==> src/rtl/mdu_iter.sv <==
// Iterative multiply/divide unit with HI/LO registers: shift-add multiply, restoring divide.
// Define MDU_MADD_EN to enable madd/maddu/msub/msubu accumulation into {hi,lo}.
module mdu_iter #(
  parameter int unsigned WIDTH = 32
) (
  input  logic             clk,
  input  logic             rst_n,
  input  logic             start,
  input  logic [3:0]       op,
  input  logic [WIDTH-1:0] a,
  input  logic [WIDTH-1:0] b,
  output logic             busy,
  output logic             done,
  output logic [WIDTH-1:0] hi,
  output logic [WIDTH-1:0] lo
);

  localparam int unsigned CntW = (WIDTH > 1) ? $clog2(WIDTH) : 1;
  localparam logic [CntW-1:0] CntLast = CntW'(WIDTH - 1);

  typedef enum logic [1:0] {StIdle, StRun, StFix} state_e;

  state_e            state;
  logic [CntW-1:0]   cnt;
  logic [WIDTH-1:0]  opb;
  logic [WIDTH-1:0]  p_hi;
  logic [WIDTH-1:0]  p_lo;
  logic              is_div;
  logic              neg_p;
  logic              neg_q;
  logic              neg_r;
  logic              div0;
`ifdef MDU_MADD_EN
  logic [1:0]        acc_mode;
`endif

  // Opcode decode for the iterative (mult/div class) ops.
  logic       dec_iter;
  logic       dec_div;
  logic       dec_sgn;
  logic [1:0] dec_acc;

  always_comb begin
    dec_iter = 1'b1;
    dec_div  = 1'b0;
    dec_sgn  = 1'b0;
    dec_acc  = 2'd0;
    case (op)
      4'd1: dec_sgn = 1'b1;
      4'd2: dec_sgn = 1'b0;
      4'd3: begin dec_div = 1'b1; dec_sgn = 1'b1; end
      4'd4: dec_div = 1'b1;
`ifdef MDU_MADD_EN
      4'd7:  begin dec_sgn = 1'b1; dec_acc = 2'd1; end
      4'd8:  dec_acc = 2'd1;
      4'd9:  begin dec_sgn = 1'b1; dec_acc = 2'd2; end
      4'd10: dec_acc = 2'd2;
`endif
      default: dec_iter = 1'b0;
    endcase
  end

  logic             sa, sb;
  logic [WIDTH-1:0] abs_a, abs_b;

  assign sa    = dec_sgn & a[WIDTH-1];
  assign sb    = dec_sgn & b[WIDTH-1];
  assign abs_a = sa ? -a : a;
  assign abs_b = sb ? -b : b;

  // One iteration of each algorithm.
  logic [WIDTH:0]   mul_sum;
  logic [WIDTH:0]   div_shift;
  logic             div_ge;
  logic [WIDTH-1:0] div_rem;

  assign mul_sum   = {1'b0, p_hi} + (p_lo[0] ? {1'b0, opb} : {(WIDTH+1){1'b0}});
  assign div_shift = {p_hi, p_lo[WIDTH-1]};
  assign div_ge    = div_shift >= {1'b0, opb};
  assign div_rem   = div_ge ? (div_shift[WIDTH-1:0] - opb) : div_shift[WIDTH-1:0];

  // Sign correction and optional accumulation applied in FIX.
  logic [2*WIDTH-1:0] prod_fix;
  logic [2*WIDTH-1:0] mul_res;
  logic [WIDTH-1:0]   quo_fix;
  logic [WIDTH-1:0]   rem_fix;

  always_comb begin
    prod_fix = neg_p ? -{p_hi, p_lo} : {p_hi, p_lo};
    mul_res  = prod_fix;
`ifdef MDU_MADD_EN
    if (acc_mode == 2'd1) begin
      mul_res = {hi, lo} + prod_fix;
    end else if (acc_mode == 2'd2) begin
      mul_res = {hi, lo} - prod_fix;
    end
`endif
    // Divide-by-zero keeps the raw all-ones quotient.
    quo_fix = (neg_q && !div0) ? -p_lo : p_lo;
    rem_fix = neg_r ? -p_hi : p_hi;
  end

  always_ff @(posedge clk or negedge rst_n) begin
    if (!rst_n) begin
      state    <= StIdle;
      cnt      <= '0;
      opb      <= '0;
      p_hi     <= '0;
      p_lo     <= '0;
      is_div   <= 1'b0;
      neg_p    <= 1'b0;
      neg_q    <= 1'b0;
      neg_r    <= 1'b0;
      div0     <= 1'b0;
`ifdef MDU_MADD_EN
      acc_mode <= 2'd0;
`endif
      busy     <= 1'b0;
      done     <= 1'b0;
      hi       <= '0;
      lo       <= '0;
    end else begin
      done <= 1'b0;
      unique case (state)
        StIdle: begin
          if (start) begin
            if (op == 4'd5) begin
              hi <= a;
            end else if (op == 4'd6) begin
              lo <= a;
            end else if (dec_iter) begin
              state    <= StRun;
              busy     <= 1'b1;
              cnt      <= '0;
              opb      <= abs_b;
              p_hi     <= '0;
              p_lo     <= abs_a;
              is_div   <= dec_div;
              neg_p    <= sa ^ sb;
              neg_q    <= sa ^ sb;
              neg_r    <= sa;
              div0     <= (b == '0);
`ifdef MDU_MADD_EN
              acc_mode <= dec_acc;
`endif
            end
          end
        end
        StRun: begin
          if (is_div) begin
            p_hi <= div_rem;
            p_lo <= {p_lo[WIDTH-2:0], div_ge};
          end else begin
            {p_hi, p_lo} <= {mul_sum, p_lo[WIDTH-1:1]};
          end
          cnt <= cnt + 1'b1;
          if (cnt == CntLast) begin
            state <= StFix;
          end
        end
        StFix: begin
          if (is_div) begin
            hi <= rem_fix;
            lo <= quo_fix;
          end else begin
            {hi, lo} <= mul_res;
          end
          busy  <= 1'b0;
          done  <= 1'b1;
          state <= StIdle;
        end
        default: state <= StIdle;
      endcase
    end
  end

endmodule

==> config.mk <==
export PLATFORM = sky130hd
export DESIGN_NAME = mdu_iter
export DESIGN_NICKNAME = d
export VERILOG_FILES = /design/src/rtl/mdu_iter.sv
export SDC_FILE = /design/constraint.sdc
export NUM_CORES = 1
export LEC_CHECK = 0
export BUFFER_PORTS_ARGS = -buffer_cell sky130_fd_sc_hd__buf_2
export CORE_ASPECT_RATIO = 0.6
export CORE_UTILIZATION = 46
export CTS_CLUSTER_SIZE = 30
export DETAILED_ROUTE_END_ITERATION = 8
export SLEW_MARGIN = 20
export SYNTH_ARGS = -nofsm -noshare
export SYNTH_HDL_FRONTEND = slang
export SYNTH_SLANG_ARGS = --single-unit
==> constraint.sdc <==
create_clock -name clk -period 4.67 [get_ports clk]
set_input_delay 1.401 -clock clk [delete_from_list [all_inputs] [get_ports clk]]
set_output_delay 1.401 -clock clk [all_outputs]
set_load 0.01 [all_outputs]
# Word level (Yosys, flattened, before mapping)
# Cells that the tools add are included.
# op_classes
addsub	8
magnitude_cmp	1
eq_ne	16
n_mux	48
n_bitwise	5
reduce_logical	15
# op_table
op	count
$mux W32	23
$pmux W32 S2	4
$neg A32 Y32	4
$mux W64	1
$neg A64 Y64	1
$add A32 B32 Y33	1
$ge A33 B32 Y1	1
$logic_not A32 Y1	1
$sub A32 B32 Y32	1
$mux W5	4
$reduce_and A5 Y1	4
$ne A2 B2 Y1 const B	7
$eq A4 B3 Y1 const B	3
$mux W2	5
$pmux W5 S2	1
$eq A4 B2 Y1 const B	2
$mux W1	8
$add A5 B1 Y5 const B	1
$eq A5 B5 Y1 const B	1
$eq A4 B1 Y1 const B	1
$pmux W2 S2	1
$reduce_and A4 Y1	1
$reduce_bool A2 Y1	2
$reduce_or A2 Y1	2
other kinds (11)	13
# totals
regBits	173
wordCells	106

# Logic depth before layout (Yosys ltp)
# depth
word_depth	10
mapped_depth	15
depth_no_buf	13

# Least setup slack after synthesis
# OpenSTA, ideal clock, no wires.
# synth_timing
path_kind	input-to-reg
start	input port b[6]
end	register opb[30]
setup_ns	0.134
arrival_time_ns	3.375
required_time_ns	4.536
setup_slack_ns	1.160
cell_stages	9
cell_sequence	or4_4 -> nor4_2 -> nand2_1 -> nor3_2 -> nand2_1 -> or2_2 -> o41ai_2 -> xor2_1 -> o21ai_0
# synth_via
elab_chain_cells	2
# synth_rtl
item	line	text
start, declared	11	input logic [WIDTH-1:0] b,
$neg A32 Y32	69	assign abs_b = sb ? -b : b;
$mux W32	69	
end signal, assigned	135	opb <= abs_b;
end, declared	25	logic [WIDTH-1:0] opb;
# Every way passes these cells.
# A chain may end at the register's enable or synchronous reset.

# Worst setup path after layout
# layout_timing
start	register p_lo[0]
end	register p_hi[30]
# layout_via
elab_chain_cells	4
# layout_rtl
item	line	text
start, declared	27	logic [WIDTH-1:0] p_lo;
start signal, assigned	137	p_lo <= abs_a;
start signal, assigned	152	p_lo <= {p_lo[WIDTH-2:0], div_ge};
start signal, assigned	154	{p_hi, p_lo} <= {mul_sum, p_lo[WIDTH-1:1]};
$mux W32	77	assign mul_sum = {1'b0, p_hi} + (p_lo[0] ? {1'b0, opb} : {(WIDTH+1){1'b0}});
$add A32 B32 Y33	77	
$mux W32	150	if (is_div) begin
$pmux W32 S2	124	unique case (state)
end signal, assigned	151	p_hi <= div_rem;
end signal, assigned	154	
end, declared	26	logic [WIDTH-1:0] p_hi;
# Every way passes these cells.

==> metrics.md <==
| Metric | Value |
|---|---|
| Arrival time at the worst endpoint | 4.47 ns |
| Worst-path fanout max | 18 |
| Sink Count | 173 |
| RePlAce Congestion | 0.952 |
| Crit path kind | reg2reg |
| Final period util | 88.6% |
| Row cnt | 49 |
| Syn Inst Count | 1799 |
| Share of cells above drive strength 1 | 13.2% |
| Dpl hpwl | 37800 um |
| RSZ-0062 raised after global routing | no |
| Grt ovf | 0 |
| Final #Nets | 2030 |
| WHS | 0.479 ns |
| Die X | 230 um |
| Register area share after synthesis | 30.2% |
| Htree depth | 4 |
| Most frequent cells after synthesis | 211 x o21ai_0, 199 x nand2_1, 173 x dfrtp_1 |
| Fin. max-slew vios | 0 |
| DRT iter0 DRCs | 1815 |
| Max-cap violations | 0 |
| CTS Root Cell | clkbuf_16 |
| Most common cell in the netlist | o21ai_0 |
| Worst EP required | 5.00 ns |
| Final setup viols | 0 |
| DR vias/cell | 6.13 |
| Cell variety after synth | 81 |
| Highest attainable clock frequency | 242 MHz |
| Slew @ Worst Pin | 1.19 ns |
| Clock Skew | 0.0142 ns |
| Synth area leaders | dfrtp_1 30%, o21ai_0 7.4%, ha_1 6.1% |
| FF+latch count, synth | 173 |
| Drt pass-1 iters | 6 |
| Number of I/O pins | 137 |
| Worst-path clk slew | 0.07 ns |
| First-pass GRT wire length | 77200 um |
| Final Core Density | 53.0% |
| Antenna violations before repair | 2 |
| Avg Cell Area, Syn | 7.97 sq um |
| Ys flop type | dfrtp_1 |
| Die area | 31900 sq um |
| Clock latency on the worst-skew pair | 0.46 ns |
| Post-CTS Hold Fix Bufs | 0 |
| PwrDens | 777 nW/um^2 |
| Initial Util | 47.4% |
| Gr usage total | 31.2% |
| R2R Path Start | p_lo[0] |
| Total setup buffers inserted after CTS | 0 |
| DRC viols | 0 |
| EDFF count, synth | 0 |
| Yosys top cell area share | 30.2% |
| Worst IR Drop VDD | 324 uV |
| Post-DR wirelength/cell | 21.7 um |
| DR vias | 14200 |
| Setup TNS | 0 ns |
| Final worst slack | 0.531 ns |
| Worst Hold Class | reg2reg |
| Cell Area, Synth | 14300 sq um |
| Rel. slew slack | 20.5% |
| Die Ht | 139 um |
| Worst hold start | opb[18] |
| Area Overhead vs Synth | 11.9% |
| Minimum clock period | 4.14 ns |
| PortBufs | 136 |
| Placement Setup Slack | 0.653 ns |
| Yosys top cell by area | dfrtp_1 |
| CTS tree | built |
| Final Hold Fails | 0 |
| Number of global-route vias before repair | 12800 |
| Post-CTS sizing | 0 |
| CP Launch Type | register |
| Syn_nets | 1942 |
| DRT Wirelength | 50100 um |
| Largest net degree at the start of global routing | 100 |
| Maximum clock path buffer count | 2 |
| Setup crit start | p_lo[0] |
| Lkg Pwr | 7.31 nW |
| Async SR Flop Fraction | 100% |
| Crit. End Element | register |
| Antenna cell count | 0 |
| Antenna-violating nets left | 0 |
| Outcome | completed |
| Synth Warn # | 0 |
| Core Area | 30300 sq um |
| TritonCTS buffer count | 17 |
==> final cells by class <==
type,count,area [sq um]
clock buffers,22,474
clock inverters,10,103
fillers,2926,14200
inverters,61,229
multi-input cells,1459,9390
flip-flops and latches,173,4330
well taps,408,510
repair buffers,175,1020
==> worst max-delay path, cell delays in order, from the launching register on <==
cell and delay [ns]:
dfrtp_1 0.41, inv_1 0.41, buf_4 0.33, nor2_1 0.08
ha_1 0.37, a21oi_1 0.09, o21ai_0 0.34, or3b_2 0.19
nor3_1 0.08, o31ai_1 0.78, a21oi_1 0.30, nor4b_1 0.22
o41ai_1 0.40
==> worst paths after layout <==
kind	cells after the start	slack, ns	to
max	12	0.53	p_hi[30]
min	2	0.48	opb[18]
max reg2reg	12	0.53	p_hi[30]
min reg2reg	2	0.48	opb[18]
max in group asynchronous	2	2.79	cnt[0]
min in group asynchronous	1	0.96	lo[24]
==> sequential cells by signal (all words and copies together), names as in the netlist, 2 cells and up <==
signal / flops
cnt: 5
hi: 32
lo: 32
opb: 32
p_hi: 32
p_lo: 32
state: 2
==> layer usage <==
| metal | up-vias | routed length, um | GRT usage, % |
|---|---|---|---|
| li1 | 6602 | - | - |
| met2 | 705 | 18700 | 39.3 |
| met3 | 35 | 5800 | 9.79 |
| met1 | 6813 | 25000 | 50.5 |
| met4 | 0 | 541 | 5.61 |
| met5 | - | 0 | 0 |
==> kinds of logic (layout without fill, tap and decap cells) <==
kind of cell	Yosys count	after routing	share of synthesized area [%]
compound gates	569	569	24.0
buf+inv	167	268	4.55
xor+xnor	172	172	10.5
simple gates	571	571	19.2
flops	173	173	30.2
fa+ha+maj	72	72	6.38
mux	75	75	5.25
==> metrics by stage <==
stage | area, sq um | instances | power [W]
detailed placement | 15500 | 2276 | 0.0108
floorplan | 14300 | 1799 | 0.00831
global route | 16100 | 2308 | 0.0134
global placement | 15500 | 2276 | 0.0107
finish | 16100 | 2308 | 0.0125
CTS | 16100 | 2308 | 0.0123
==> layout by cell type (no fill, tap or decap), types with 11 or more instances in the layout <==
cell,count
buf_4,36
and3_1,32
mux2i_1,73
a31oi_1,17
nor3_1,45
a22oi_1,21
dfrtp_1,172
buf_2,135
ha_1,70
nor2_1,159
nor4_1,11
xor2_1,83
inv_1,60
o31ai_1,22
and2_1,11
o21ai_0,211
a21oi_1,156
o21ai_1,13
nand3_1,15
xnor2_1,89
clkbuf_16,17
nand2_1,199
a21o_1,25
nand4_1,12
nand2b_1,17
==> report_power, final <==
part / internal, W / leakage [nW] / switching, W
Combinational: 0.00318 / 4.90 / 0.00488
Clock: 0.000787 / 0.283 / 0.000688
Sequential: 0.00216 / 2.13 / 0.000772
No activity file was read; power rests on OpenSTA's default activity.
